### src/rtl/bram_arb_pkg.sv
// Shared types for the two-requester BRAM port arbiter: FSM state, requester id, tag stage.
package bram_arb_pkg;

    typedef enum logic {
        ST_INIT = 1'b0,
        ST_RUN  = 1'b1
    } state_e;

    typedef enum logic {
        REQ0 = 1'b0,
        REQ1 = 1'b1
    } req_id_e;

    // Byte address sits above three bit-select LSBs on the DPB address bus in 8-bit mode.
    localparam int AD_SHIFT = 3;

    typedef struct packed {
        logic    vld;
        req_id_e id;
    } tag_t;

endpackage

### src/rtl/bram_arb_rr.sv
// Two-way round-robin grant; combinational grant, registered last-grant (resets to requester 1).
module bram_arb_rr
    import bram_arb_pkg::*;
(
    input  logic       clk_i,
    input  logic       rst_ni,
    input  logic       en_i,
    input  logic [1:0] vld_i,
    output logic [1:0] gnt_o
);

    req_id_e last_q;

    always_comb begin
        gnt_o = 2'b00;
        if (en_i) begin
            if (&vld_i) begin
                gnt_o = (last_q == REQ1) ? 2'b01 : 2'b10;
            end else begin
                gnt_o = vld_i;
            end
        end
    end

    always_ff @(posedge clk_i) begin
        if (!rst_ni) begin
            last_q <= REQ1;
        end else if (gnt_o[0]) begin
            last_q <= REQ0;
        end else if (gnt_o[1]) begin
            last_q <= REQ1;
        end
    end

endmodule

### src/rtl/bram_port_arbiter.sv
// Arbitrates two byte-wide requesters onto one DPB port; reads return READ_LATENCY+1 cycles after transfer.
// Define BRAM_PORT_ARBITER_CLEAR_EN to zero the whole memory in INIT after every reset.
module bram_port_arbiter
    import bram_arb_pkg::*;
#(
    parameter int ADDR_W       = 11,
    parameter int READ_LATENCY = 1
) (
    input  logic              CLK,
    input  logic              RESETN,
    input  logic              REQ0_VALID,
    output logic              REQ0_READY,
    input  logic              REQ0_WE,
    input  logic [ADDR_W-1:0] REQ0_ADDR,
    input  logic [7:0]        REQ0_WDATA,
    input  logic              REQ1_VALID,
    output logic              REQ1_READY,
    input  logic              REQ1_WE,
    input  logic [ADDR_W-1:0] REQ1_ADDR,
    input  logic [7:0]        REQ1_WDATA,
    output logic              RSP0_VALID,
    output logic [7:0]        RSP0_RDATA,
    output logic              RSP1_VALID,
    output logic [7:0]        RSP1_RDATA,
    output logic              MEM_CE,
    output logic              MEM_OCE,
    output logic              MEM_WRE,
    output logic [13:0]       MEM_AD,
    output logic [15:0]       MEM_DI,
    output logic [2:0]        MEM_BLKSEL,
    output logic              MEM_RESET,
    input  logic [15:0]       MEM_DO
);

    generate
        if (READ_LATENCY != 1 && READ_LATENCY != 2) begin : g_bad_latency
            $error("bram_port_arbiter: READ_LATENCY must be 1 or 2");
        end
    endgenerate

    state_e                  state_q;
    logic                    run_en;
    logic [1:0]              gnt;
    logic                    xfer;
    req_id_e                 sel_id;
    logic                    we_sel;
    logic [ADDR_W-1:0]       addr_sel;
    logic [7:0]              wdata_sel;
    logic                    init_wr;
    logic [ADDR_W-1:0]       init_addr;
    tag_t                    tag_in;
    tag_t [READ_LATENCY:0]   tag_q;
    tag_t                    cap;
    logic [7:0]              rdata0_q;
    logic [7:0]              rdata1_q;
    logic                    mem_reset_q;
    logic                    unused_do_hi;

    // RESETN gating keeps requesters and INIT writes off the port while reset is held.
    assign run_en = RESETN && (state_q == ST_RUN);

    bram_arb_rr u_rr (
        .clk_i  (CLK),
        .rst_ni (RESETN),
        .en_i   (run_en),
        .vld_i  ({REQ1_VALID, REQ0_VALID}),
        .gnt_o  (gnt)
    );

    assign REQ0_READY = gnt[0];
    assign REQ1_READY = gnt[1];
    assign xfer       = |gnt;
    assign sel_id     = gnt[1] ? REQ1 : REQ0;
    assign we_sel     = gnt[1] ? REQ1_WE    : REQ0_WE;
    assign addr_sel   = gnt[1] ? REQ1_ADDR  : REQ0_ADDR;
    assign wdata_sel  = gnt[1] ? REQ1_WDATA : REQ0_WDATA;

`ifdef BRAM_PORT_ARBITER_CLEAR_EN
    logic [ADDR_W-1:0] cnt_q;

    assign init_wr   = RESETN && (state_q == ST_INIT);
    assign init_addr = cnt_q;

    always_ff @(posedge CLK) begin
        if (!RESETN) begin
            state_q <= ST_INIT;
            cnt_q   <= '0;
        end else begin
            case (state_q)
                ST_INIT: begin
                    cnt_q <= cnt_q + ADDR_W'(1);
                    if (&cnt_q) begin
                        state_q <= ST_RUN;
                    end
                end
                default: state_q <= ST_RUN;
            endcase
        end
    end
`else
    assign init_wr   = 1'b0;
    assign init_addr = '0;

    always_ff @(posedge CLK) begin
        if (!RESETN) begin
            state_q <= ST_INIT;
        end else begin
            state_q <= ST_RUN;
        end
    end
`endif

    assign MEM_CE     = xfer || init_wr;
    assign MEM_WRE    = (xfer && we_sel) || init_wr;
    assign MEM_AD     = init_wr ? (14'(init_addr) << AD_SHIFT) : (14'(addr_sel) << AD_SHIFT);
    assign MEM_DI     = init_wr ? 16'h0000 : {8'h00, wdata_sel};
    assign MEM_OCE    = 1'b1;
    assign MEM_BLKSEL = 3'b000;
    assign MEM_RESET  = mem_reset_q;
    assign unused_do_hi = ^MEM_DO[15:8];

    assign tag_in.vld = xfer && !we_sel;
    assign tag_in.id  = sel_id;

    // Stage READ_LATENCY-1 lines up with the edge at which the DPB output holds this read's data.
    assign cap = tag_q[READ_LATENCY-1];

    always_ff @(posedge CLK) begin
        if (!RESETN) begin
            tag_q    <= '0;
            rdata0_q <= 8'h00;
            rdata1_q <= 8'h00;
        end else begin
            tag_q <= {tag_q[READ_LATENCY-1:0], tag_in};
            if (cap.vld && cap.id == REQ0) begin
                rdata0_q <= MEM_DO[7:0];
            end
            if (cap.vld && cap.id == REQ1) begin
                rdata1_q <= MEM_DO[7:0];
            end
        end
    end

    always_ff @(posedge CLK) begin
        mem_reset_q <= !RESETN;
    end

    assign RSP0_VALID = tag_q[READ_LATENCY].vld && (tag_q[READ_LATENCY].id == REQ0);
    assign RSP1_VALID = tag_q[READ_LATENCY].vld && (tag_q[READ_LATENCY].id == REQ1);
    assign RSP0_RDATA = rdata0_q;
    assign RSP1_RDATA = rdata1_q;

endmodule

### config.mk
export PLATFORM = sky130hd
export DESIGN_NAME = bram_port_arbiter
export DESIGN_NICKNAME = d
export VERILOG_FILES = /design/src/rtl/bram_arb_pkg.sv /design/src/rtl/bram_arb_rr.sv /design/src/rtl/bram_port_arbiter.sv
export SDC_FILE = /design/constraint.sdc
export NUM_CORES = 1
export LEC_CHECK = 0
export ABC_AREA = 1
export BUFFER_PORTS_ARGS = -buffer_cell sky130_fd_sc_hd__buf_4
export CAP_MARGIN = 5
export CORE_MARGIN = 2
export CORE_UTILIZATION = 30
export CTS_CLUSTER_DIAMETER = 40
export DETAILED_ROUTE_END_ITERATION = 8
export GPL_ROUTABILITY_DRIVEN = 0
export PLACE_DENSITY = 0.78
export SLEW_MARGIN = 20
export SYNTH_ARGS = -nofsm -noshare
export SYNTH_HDL_FRONTEND = slang
export SYNTH_HIERARCHICAL = 1
export SYNTH_SLANG_ARGS = --single-unit
export TNS_END_PERCENT = 1
### constraint.sdc
create_clock -name CLK -period 2.85 [get_ports CLK]
set_input_delay 0.1425 -clock CLK [delete_from_list [all_inputs] [get_ports CLK]]
set_output_delay 0.1425 -clock CLK [all_outputs]
set_load 0.03 [all_outputs]
# --- Word-level counts from Yosys, hierarchy flattened ---
# Index checks and enable logic that the tools add are counted.
classes:
  n_mux: 10
  bitwise_logic: 2
  n_reduce_logical: 12
ops:
  columns: ["cell", "n"]
  rows:
  - ["$mux W11", 1]
  - ["$mux W8", 1]
  - ["$logic_and A1 B1 Y1", 7]
  - ["$mux W2", 3]
  - ["$mux W1", 5]
  - ["$logic_not A1 Y1", 2]
  - ["$not A1 Y1", 2]
  - ["$reduce_and A2 Y1", 1]
  - ["$reduce_bool A2 Y1", 1]
  - ["$reduce_or A2 Y1", 1]
totals:
  ff_bits: 23
  inputBits: 60
  out_inout_bits: 57
  elab_cells: 33

# --- Logic depth before layout (Yosys ltp) ---
depth:
  ltp_word: 6
  ltp_mapped: 10
  mapped_depth_nobuf: 8

# --- By module ---
# The synthesis kept the hierarchy.
by_module_without_submodules:
  columns: ["module", "instances", "cells_each", "area_per_inst_um2", "seq_area_each_um2"]
  rows:
  - ["bram_port_arbiter", 1, 193, 1204.9, 440.4]
  - ["bram_arb_rr", 1, 12, 67.6, 20.0]

# --- Least setup slack after synthesis ---
# No wires, ideal clock.
synth_timing:
  path_kind: "input-to-output"
  startpoint: "input port RESETN"
  endpoint: "output port MEM_WRE"
  arrival_time_ps: 1850
  required_ps: 2707
  setup_slack_ps: 857
  path_stages: 7
  path_buffers: 1
  path_cell_list: "buf_2 -> nand2_1 -> inv_1 -> nand2_1 -> a21oi_1 -> nor2_1 -> a21oi_1"
synth_between:
  elab_chain_len: 4
  elab_cells_between_ends: 5
  cone_classes: "mux: 2; reduce/logical: 3"
synth_lines:
  columns: ["element", "line", "rtl"]
  rows:
  - ["start: declaration", "bram_port_arbiter.sv:10", "input logic RESETN,"]
  - ["$logic_and A1 B1 Y1 (*)", "bram_port_arbiter.sv:60", "assign run_en = RESETN && (state_q == ST_RUN);"]
  - ["named net run_en", "bram_port_arbiter.sv:42", "logic run_en;"]
  - ["$mux W2 (*)", "bram_arb_rr.sv:16", "if (en_i) begin"]
  - ["named net REQ1_READY", "bram_port_arbiter.sv:17", "output logic REQ1_READY,"]
  - ["$reduce_or A2 Y1 / $mux W1 (equally long branches)", "bram_port_arbiter.sv:72, bram_port_arbiter.sv:74", null]
  - ["$logic_and A1 B1 Y1 (*)", "bram_port_arbiter.sv:114", "assign MEM_WRE = (xfer && we_sel) || init_wr;"]
  - ["end: declaration", "bram_port_arbiter.sv:27", "output logic MEM_WRE,"]
# Mark *: on every way through the listed nets, which the timed path passes. The rest lies on a longest branch.

# --- Worst setup path in the final report ---
layout_timing:
  startpoint: "register state_q"
  endpoint: "output port MEM_WRE"
layout_between:
  elab_chain_len: 4
  elab_cells_between_ends: 5
  cone_classes: "mux: 2; reduce/logical: 3"
layout_lines:
  columns: ["element", "line", "rtl"]
  rows:
  - ["start: declaration", "bram_port_arbiter.sv:41", "state_e state_q;"]
  - ["start signal: assignment", "bram_port_arbiter.sv:106", "state_q <= ST_INIT;"]
  - ["start signal: assignment", "bram_port_arbiter.sv:108", "state_q <= ST_RUN;"]
  - ["$logic_and A1 B1 Y1 (*)", "bram_port_arbiter.sv:60", null]
  - ["named net run_en", "bram_port_arbiter.sv:42", null]
  - ["$mux W2 (*)", "bram_arb_rr.sv:16", null]
  - ["$reduce_or A2 Y1 / $mux W1 (equally long branches)", "bram_port_arbiter.sv:72, bram_port_arbiter.sv:74", null]
  - ["$logic_and A1 B1 Y1 (*)", "bram_port_arbiter.sv:114", null]
# Marked as above.

==> metrics <==
RSZ-0062 raised after global routing=no; worst-path maximum fanout=23; Syn-to-layout area delta=55.3%; H-Tree Depth=1; TritonCTS clock tree=yes; Hold Startpoint=RESETN; R2R Path End=cap[1]; Seq/Total Area, Yosys=a little over a third; first-pass GRT wire length=approximately 5400 µm; clk sink count=23; Initial Util=31.6%; Max-cap violations=0; Synth Instances=between 200 and 250; hold endpoint=state_q; Die Area=approximately 4800 µm²; #FFs+latches synth=23; Reg clk slew, reported paths=0.07 ns; root buf cell=clkbuf_8; core area=roughly 4000 µm²; Wirelength per Cell=roughly 9.5 µm; Total Wirelength=3270 µm; Syn Area/Cell=approximately 6.2 µm²; via count=between 1k and 1.5k; ANT nets after route=0; HPWL Detailed=~2700 µm; vias per inst=roughly 4.3; antenna violations before repair=0; proportion of layout cells with a drive suffix above 1=36.9%; CP Capture Type=primary output; required time of the worst setup path=between 2 and 3 ns; Tot GR Track Use=a little over an eighth; final setup vio count=0; synthesized cell area=roughly 1300 µm²; worst-case vdd ir drop=between 0.2 and 0.25 mV; PwrDens=a little under 400 nW/µm²; period utilization=64.3%; I/O Buffers=93; Die Width=slightly below 70 µm; post-route insts no fill=343; post-place setup slack=1.22 ns; Worst Reg-to-Reg Cells=9; critical path class=flip-flop to primary output; post-cts gate resize count=0; WP data arrival=between 1.5 and 2 ns; worst reg2reg startpoint=state_q; Worst Hold Path Cells=1; status=complete, no violations; hold crit path type=input pin to flip-flop; Post-DP Area=approximately 1900 µm²; placed cell count=339; Post-CTS Setup Inserts=0; yosys warns=6; largest net degree at the start of global routing=24; Synth cell types=14; Worst-Skew Late Latency=approximately 0.26 ns; Pre-antenna DRT Iters=4; Inserted Diodes=0; post-route setup TNS=0 ns; startpoint types=flip-flop; IO Count=between 100 and 150; Max Clock Skew=between 0.005 and 0.006 ns; filler cell count=about 400; CTS buffer count=3; total leakage power=around 0.0011 µW; vias in the first global route=approximately 1.4k; hold_buf cts=0; reg-to-reg setup timing slack=1.45 ns; final worst slack=around 1.0 ns; Final Hold Viols=0; Die Y=between 60 and 70 µm; Final min period=about 1.8 ns; Rows=23; fmax=0.545 GHz; final-report max-slew violation count=0; total grt overflow=0; worst slew pin tran=~0.65 ns; nets@finish=354; clock buffer depth=2; Slew headroom=a little under three fifths; Residual DRC=0; final instance area=1980 µm²; initial DRC count=56; Pwr Total=around 760 µW
## per-layer routing
metal / GRT usage (%) / share of wire (%)
met5: 0 / 0
met4: 3.27 / 0.61
met3: 3.22 / 9.5
met2: 24.7 / 51
met1: 14.9 / 39
## flip-flops by register name (all words and copies together), names as in the netlist
register,count
RSP0_RDATA,8
RSP1_RDATA,8
cap,2
tag_q,2
MEM_RESET,1
state_q,1
u_rr/last_q,1
## synthesized netlist by cell type (all sizes together)
cell	number	area, µm²
nor2	20	82.6
conb	2	7.51
a21oi	10	50.1
inv	21	78.8
nand2	88	340
nand3	17	85.1
dfxtp	23	460
buf	23	164
clkinv	1	3.75
## cell families after synthesis
logic type | share of synthesized area, %
and+or+nand+nor | 39.9
buffers and inverters | 19.4
DFF | 36.2
AOI/OAI and AO/OA | 3.93
other | 0.590
## power breakdown
group	internal (µW)	total (µW)	switching, µW	leakage, µW
registers	328	335	6.28	0.000187
logic	93.4	228	135	0.000908
clock network	97.4	196	98.9	0.0000255
## worst max-delay path: stages, from the launching register on
cell and delay, ns:
dfxtp_1 0.31, nand2_1 0.05, inv_1 0.07, nand2_1 0.08
a21oi_2 0.13, buf_4 0.26, inv_2 0.20, nand2_2 0.11
a21oi_1 0.06, buf_4 0.17
## worst max-delay path by stage
stage	startpoint	to	slack (ns)
detailed placement	RESETN	MEM_WRE	1.22
global placement	RESETN	MEM_WRE	1.25
finish	state_q	MEM_WRE	1.02
global route	state_q	MEM_WRE	0.83
CTS	state_q	MEM_WRE	0.99
floorplan	RESETN	MEM_WRE	0.86
## final cells by class
class	count	area, µm²	area share [%]
clock buffers	3	41.3	2.09
clock inverters	1	5.00	0.253
inverters	22	82.6	4.18
multi-input cells	150	618	31.3
flip-flops and latches	23	460	23.3
well taps	50	62.6	3.17
repair buffers	94	706	35.7
## cells in the final DEF, fill, tap and decap left out, drive strengths merged
cell and n:
conb 15, nand3 17, a21oi 10, clkbuf 3, dfxtp 23, clkinv 2, nor2 20, nand2 88
inv 21, buf 94
## stage by stage
step	hold slack, ns	utilization (%)
floorplan	0.170	-
global placement	0.382	47.9
detailed placement	0.384	47.9
CTS	0.110	49.0
global route	0.105	49.0
finish	0.117	49.0
Power figures use the tool's default switching activity.
